**src/rtl/zcu_dtmf_pkg.sv**
```systemverilog
// Shared definitions for the DTMF code-entry controller and the elapsed-time counter.
// Holds key encodings, the controller state type, the millisecond type and digit-lookup helpers.
package zcu_dtmf_pkg;

    localparam logic [3:0] DTMF_STAR  = 4'hA;
    localparam logic [3:0] DTMF_POUND = 4'hB;
    localparam logic [3:0] DTMF_A     = 4'hC;
    localparam logic [3:0] DTMF_B     = 4'hD;
    localparam logic [3:0] DTMF_C     = 4'hE;
    localparam logic [3:0] DTMF_D     = 4'hF;

    typedef enum logic [0:0] {
        ST_IDLE    = 1'b0,
        ST_COLLECT = 1'b1
    } state_e;

    typedef logic [23:0] ms_t;

    function automatic logic is_numeric(input logic [3:0] key);
        return key <= 4'd9;
    endfunction

    // Digit idx of a BCD-packed code, digit 0 being the first one entered.
    function automatic logic [3:0] code_digit(input logic [31:0] code, input logic [2:0] idx);
        logic [31:0] shifted;
        shifted = code >> {idx, 2'b00};
        return shifted[3:0];
    endfunction

endpackage

```
**src/rtl/zcu_dtmf_code_entry.sv**
```systemverilog
// Collects DTMF digits, checks them against an access code and drives the elapsed-time
// counter's clear level and start toggle; reports the outcome as one-cycle ok/bad pulses.
module zcu_dtmf_code_entry
    import zcu_dtmf_pkg::*;
#(
    parameter int          CODE_LEN   = 4,
    parameter logic [31:0] CODE       = 32'h0000_7331,
    parameter ms_t         TIMEOUT_MS = 24'd5000
) (
    input  logic       clk,
    input  logic       rst,
    input  logic       digit_valid,
    input  logic [3:0] digit,
    input  ms_t        elapsed,
    output logic       timer_clear,
    output logic       timer_start,
    output logic       busy,
    output logic [3:0] digit_count,
    output logic       code_ok,
    output logic       code_bad
);

    localparam logic [3:0] CODE_LEN_C = 4'(CODE_LEN);

    state_e     state_q, state_d;
    logic [3:0] count_q, count_d;
    logic       mismatch_q, mismatch_d;
    logic       clear_q, clear_d;
    logic       start_q, start_d;
    logic       ok_q, ok_d;
    logic       bad_q, bad_d;

    logic       isStar;
    logic       isPound;
    logic       isNum;
    logic       timedOut;
    logic       fullMatch;

    assign isStar    = digit_valid && (digit == DTMF_STAR);
    assign isPound   = digit_valid && (digit == DTMF_POUND);
    assign isNum     = digit_valid && is_numeric(digit);
    assign timedOut  = (elapsed >= TIMEOUT_MS);
    assign fullMatch = (count_q == CODE_LEN_C) && !mismatch_q;

    always_comb begin
        state_d    = state_q;
        count_d    = count_q;
        mismatch_d = mismatch_q;
        clear_d    = clear_q;
        start_d    = start_q;
        ok_d       = 1'b0;
        bad_d      = 1'b0;

        case (state_q)
            ST_IDLE: begin
                clear_d = 1'b1;
                if (isNum) begin
                    mismatch_d = (digit != code_digit(CODE, 3'd0));
                    count_d    = 4'd1;
                    start_d    = ~start_q;
                    clear_d    = 1'b0;
                    state_d    = ST_COLLECT;
                end
            end

            ST_COLLECT: begin
                // Timeout outranks every key, so a digit arriving with it is lost.
                if (timedOut || isStar || isPound) begin
                    if (timedOut) begin
                        bad_d = 1'b1;
                    end else if (isPound) begin
                        ok_d  = fullMatch;
                        bad_d = !fullMatch;
                    end
                    clear_d = 1'b1;
                    count_d = 4'd0;
                    state_d = ST_IDLE;
                end else if (isNum) begin
                    if (count_q < CODE_LEN_C) begin
                        mismatch_d = mismatch_q | (digit != code_digit(CODE, count_q[2:0]));
                    end else begin
                        mismatch_d = 1'b1;
                    end
                    if (count_q != 4'hF) begin
                        count_d = count_q + 4'd1;
                    end
                end
            end

            default: begin
                clear_d = 1'b1;
                count_d = 4'd0;
                state_d = ST_IDLE;
            end
        endcase
    end

    always_ff @(posedge clk or posedge rst) begin
        if (rst) begin
            state_q    <= ST_IDLE;
            count_q    <= 4'd0;
            mismatch_q <= 1'b0;
            clear_q    <= 1'b1;
            start_q    <= 1'b0;
            ok_q       <= 1'b0;
            bad_q      <= 1'b0;
        end else begin
            state_q    <= state_d;
            count_q    <= count_d;
            mismatch_q <= mismatch_d;
            clear_q    <= clear_d;
            start_q    <= start_d;
            ok_q       <= ok_d;
            bad_q      <= bad_d;
        end
    end

    assign timer_clear = clear_q;
    assign timer_start = start_q;
    assign busy        = (state_q == ST_COLLECT);
    assign digit_count = count_q;
    assign code_ok     = ok_q;
    assign code_bad    = bad_q;

endmodule

```
**config.mk**
```make
export PLATFORM = sky130hd
export DESIGN_NAME = zcu_dtmf_code_entry
export DESIGN_NICKNAME = d
export VERILOG_FILES = /design/src/rtl/zcu_dtmf_pkg.sv /design/src/rtl/zcu_dtmf_code_entry.sv
export SDC_FILE = /design/constraint.sdc
export NUM_CORES = 1
export LEC_CHECK = 0
export BUFFER_PORTS_ARGS = -buffer_cell sky130_fd_sc_hd__buf_2
export CORE_MARGIN = 3
export CORE_UTILIZATION = 44
export CTS_CLUSTER_DIAMETER = 100
export DETAILED_ROUTE_END_ITERATION = 12
export GPL_TIMING_DRIVEN = 0
export PLACE_DENSITY = 0.82
export SYNTH_ARGS = -nofsm -noshare
export SYNTH_HDL_FRONTEND = slang
export SYNTH_SLANG_ARGS = --single-unit
```
**constraint.sdc**
```tcl
create_clock -name clk -period 2.75 [get_ports clk]
set_clock_uncertainty 0.2 [all_clocks]
set_input_delay 0.55 -clock clk [delete_from_list [all_inputs] [get_ports clk]]
set_output_delay 0.55 -clock clk [all_outputs]
set_load 0.05 [all_outputs]
```
==> results.yml <==
status:
  status: "completed"
power_and_ir_drop:
  total_power_uw: 430
  intPower_uw: 283
  switching_share_pct: 34.2
  p_switching_uw: 147
  combPwrFrac_pct: 29.4
  power_density_nw_per_um2: 484
  power_frac_clock_pct: 30.8
  p_leak_uw: 0.000420
  ir_drop_mv: 0.323
  seqPwrFrac_pct: 39.8
synthesis:
  synth_xor_area_share_pct: 2.68
  synthTopCellsByCount: "9 x dfrtp_1, 8 x nor2_1, 7 x inv_1"
  synth_edf_count: 0
  syn_nets: 106
  yosysMostFrequentCell: "dfrtp_1"
  muxShareOfSynthArea_pct: 0
  synth_top_area_share_pct: 34.5
  synth_top_family_by_area: "simple AND/OR/NAND/NOR gates"
  ys_warn_count: 0
  synth_compound_area_share_pct: 16.7
  ys_seq_elements: 10
  synth.area.top_cells: "dfrtp_1 34%, ha_1 7.7%, nor4_2 5.7%"
  synth.cell_area_um2: 653
  synth_fa_ha_area_share_pct: 7.66
  ys_types: 27
  yosys.area.top_type: "dfrtp_1"
  synth-simple-area-share_pct: 29.9
  syn_area_per_cell_um2: 9.20
  async_flop_share_pct: 100
  synthFlopType: "dfrtp_1"
  synthCells: 71
  ys_seq_area_share_pct: 38.5
worst_hold_path:
  hold_class: "input pin to async pin"
sta:
  rsz0062_at_grt: "false"
  tightestPinTransition_ns: 0.381
  slew_headroom_pct: 74.6
  finalMaxSlewViolations: 0
  setup_ws_ns: 0.942
  fmax_ghz: 0.553
  period_share_pct: 65.7
  finalCriticalPeriod_ns: 1.81
  setup-tns-final_ns: 0
  hold_viol: 0
  setup_viol: 0
floorplanning:
  die_area_um2: 1980
  core_area_um2: 1350
  start_util_pct: 48.4
  ios: 40
  die-width_um: 44.5
  rows: 13
  fp.dieH_um: 44.5
setup_path:
  worstReg2RegEnd: "mismatch_q"
  endpoint: "timer_clear"
  crit_fanout: 2
  critical_path_depth: 1
  critPathMaxStageDelay_ns: 0.53
  ff2ff_setup_slack_ns: 0.97
  cp_top_family: "flip-flops"
  worst-path-buf-inv: 1
  startpoint: "timer_clear"
  critPathSlowestCell: "dfstp_2"
  reg2regPathDepth: 7
  worst_ep_arrival_time_ns: 1.06
  critical_path_class: "register to output port"
  r2r-start: "digit_count[0]"
  startpoint_type: "register"
  cp_data_required_time_ns: 2.00
  end_kind: "output port"
  cp_cell_sequence: "buf_2"
clocking:
  clockBufferDepth: 2
  ctsResizeCount: 0
  postCtsSetupBuffers: 0
  cts_buffers: 3
  clock-root-buffer: "clkbuf_4"
  cts.sinks: 10
  htree_levels: 1
  cts_tree: "yes"
  clk_latency_ns: 0.27
  path_clk_slew_ns: 0.07
  postCtsHoldBufs: 0
detailed_routing:
  viasPerCell: 5.30
  post_drt_wl_per_cell_um: 12.8
  finalWirelength_um: 1610
  firstDrtPassIters: 4
  drtIter0Drc: 10
  final_antenna_net_count: 0
  route.detailed.drc: 0
  vias: 668
final_layout:
  final_nets: 147
  finalNonFillerCells: 126
  n_antenna_cell: 0
  fillers: 124
  areaGrowthSynthToFinish_pct: 36.0
  drive_above_1_share_pct: 41.4
  postLayoutCoreUtil_pct: 65.8
grt:
  grt_max_degree: 11
  grt_use_met3_pct: 5.28
  grt_use_met2_pct: 33.5
  grt_pass1_vias: 666
  overflow: 0
  grt_usage_pct: 19.4
  grt_pass1_wl_um: 2710
  grt_use_met1_pct: 20.3
  gr-max-usage-layer: "met2"
  antenna_found_initial: 0
place:
  port-buffer-count: 36
  pre_cts_ws_ns: 0.663
  detailed_place_hpwl_um: 1360
  gp_routability_congestion: 0.799
  dp_cells: 122
run:
  max_cap_violations: 0
[power groups by stage]
stage	logic (µW)	registers, µW	clock network (µW)
2_1_floorplan	37.1	220	0
5_1_grt	137	173	142
6_report	126	171	132
3_5_place_dp	126	174	0
3_3_place_gp	124	173	0
4_1_cts	127	171	134
[worst min path at each step]
stage                endpoint  cells after the start   startpoint  slack [ns]
2_1_floorplan            busy                      1          rst        0.19
5_1_grt           timer_start                      2          rst        0.06
4_1_cts           timer_start                      2          rst        0.04
3_3_place_gp      timer_start                      1  timer_start        0.25
3_5_place_dp      timer_start                      1  timer_start        0.25
6_report       digit_count[2]                      2          rst        0.03
[kinds of logic (layout without fill, tap and decap cells)]
family,count (synthesis),count (layout)
AND/OR/NAND/NOR,32,32
AO/OA/AOI/OAI,15,15
flip-flops,10,10
buffers and inverters,8,48
adder cells (fa/ha/maj),4,4
XOR/XNOR,2,2
[routing by layer]
layer | routed length (µm) | up-vias | part of all wire (%)
li1 | - | 345 | -
met1 | 657 | 303 | 41
met2 | 826 | 16 | 51
met3 | 88 | 4 | 5.5
met4 | 38 | 0 | 2.4
met5 | 0 | - | 0
[layout by cell type, fill, tap and decap left out]
cell type	synthesis	layout
a21o_1	1	1
nand4b_1	1	1
a31oi_1	2	2
a21boi_0	1	1
nand3b_1	1	1
o31a_1	1	1
dfrtp_1	9	9
inv_1	7	7
nand3_1	4	4
a41oi_1	1	1
a22oi_1	1	1
a41o_1	1	1
o32ai_1	2	2
xor2_1	2	2
nor2_1	8	8
nor3_1	5	5
ha_1	4	4
clkbuf_4	0	3
o21ai_0	4	4
and4b_4	1	1
nor4_1	1	1
clkbuf_1	1	1
nor4b_2	1	1
dfstp_2	1	1
buf_2	0	36
nand2_1	5	5
nand4_1	2	2
o22a_1	1	1
nor4_2	3	3
clkbuf_8	0	1
[registers in the layout (all words and copies together), names as in the netlist]
| signal | flops |
|---|---|
| digit_count | 4 |
| busy | 1 |
| code_bad | 1 |
| code_ok | 1 |
| mismatch_q | 1 |
| timer_clear | 1 |
| timer_start | 1 |
[per-stage QoR]
step,hold WS (ns),area [µm²]
after global placement,0.252,852
after global routing,0.0643,888
final,0.0313,888
after detailed placement,0.254,852
after floorplan,0.189,653
after CTS,0.0446,888
[cell type report]
type,count,area (µm²),share of cell area (%)
inverter,7,26.3,2.96
clock buffer,4,36.3,4.08
timing repair buffer,36,180,20.3
tap,15,18.8,2.11
buffer,1,3.75,0.423
multi-input combinational,53,372,41.8
sequential,10,251,28.3
Note: power is estimated with default switching activity, not from simulation.
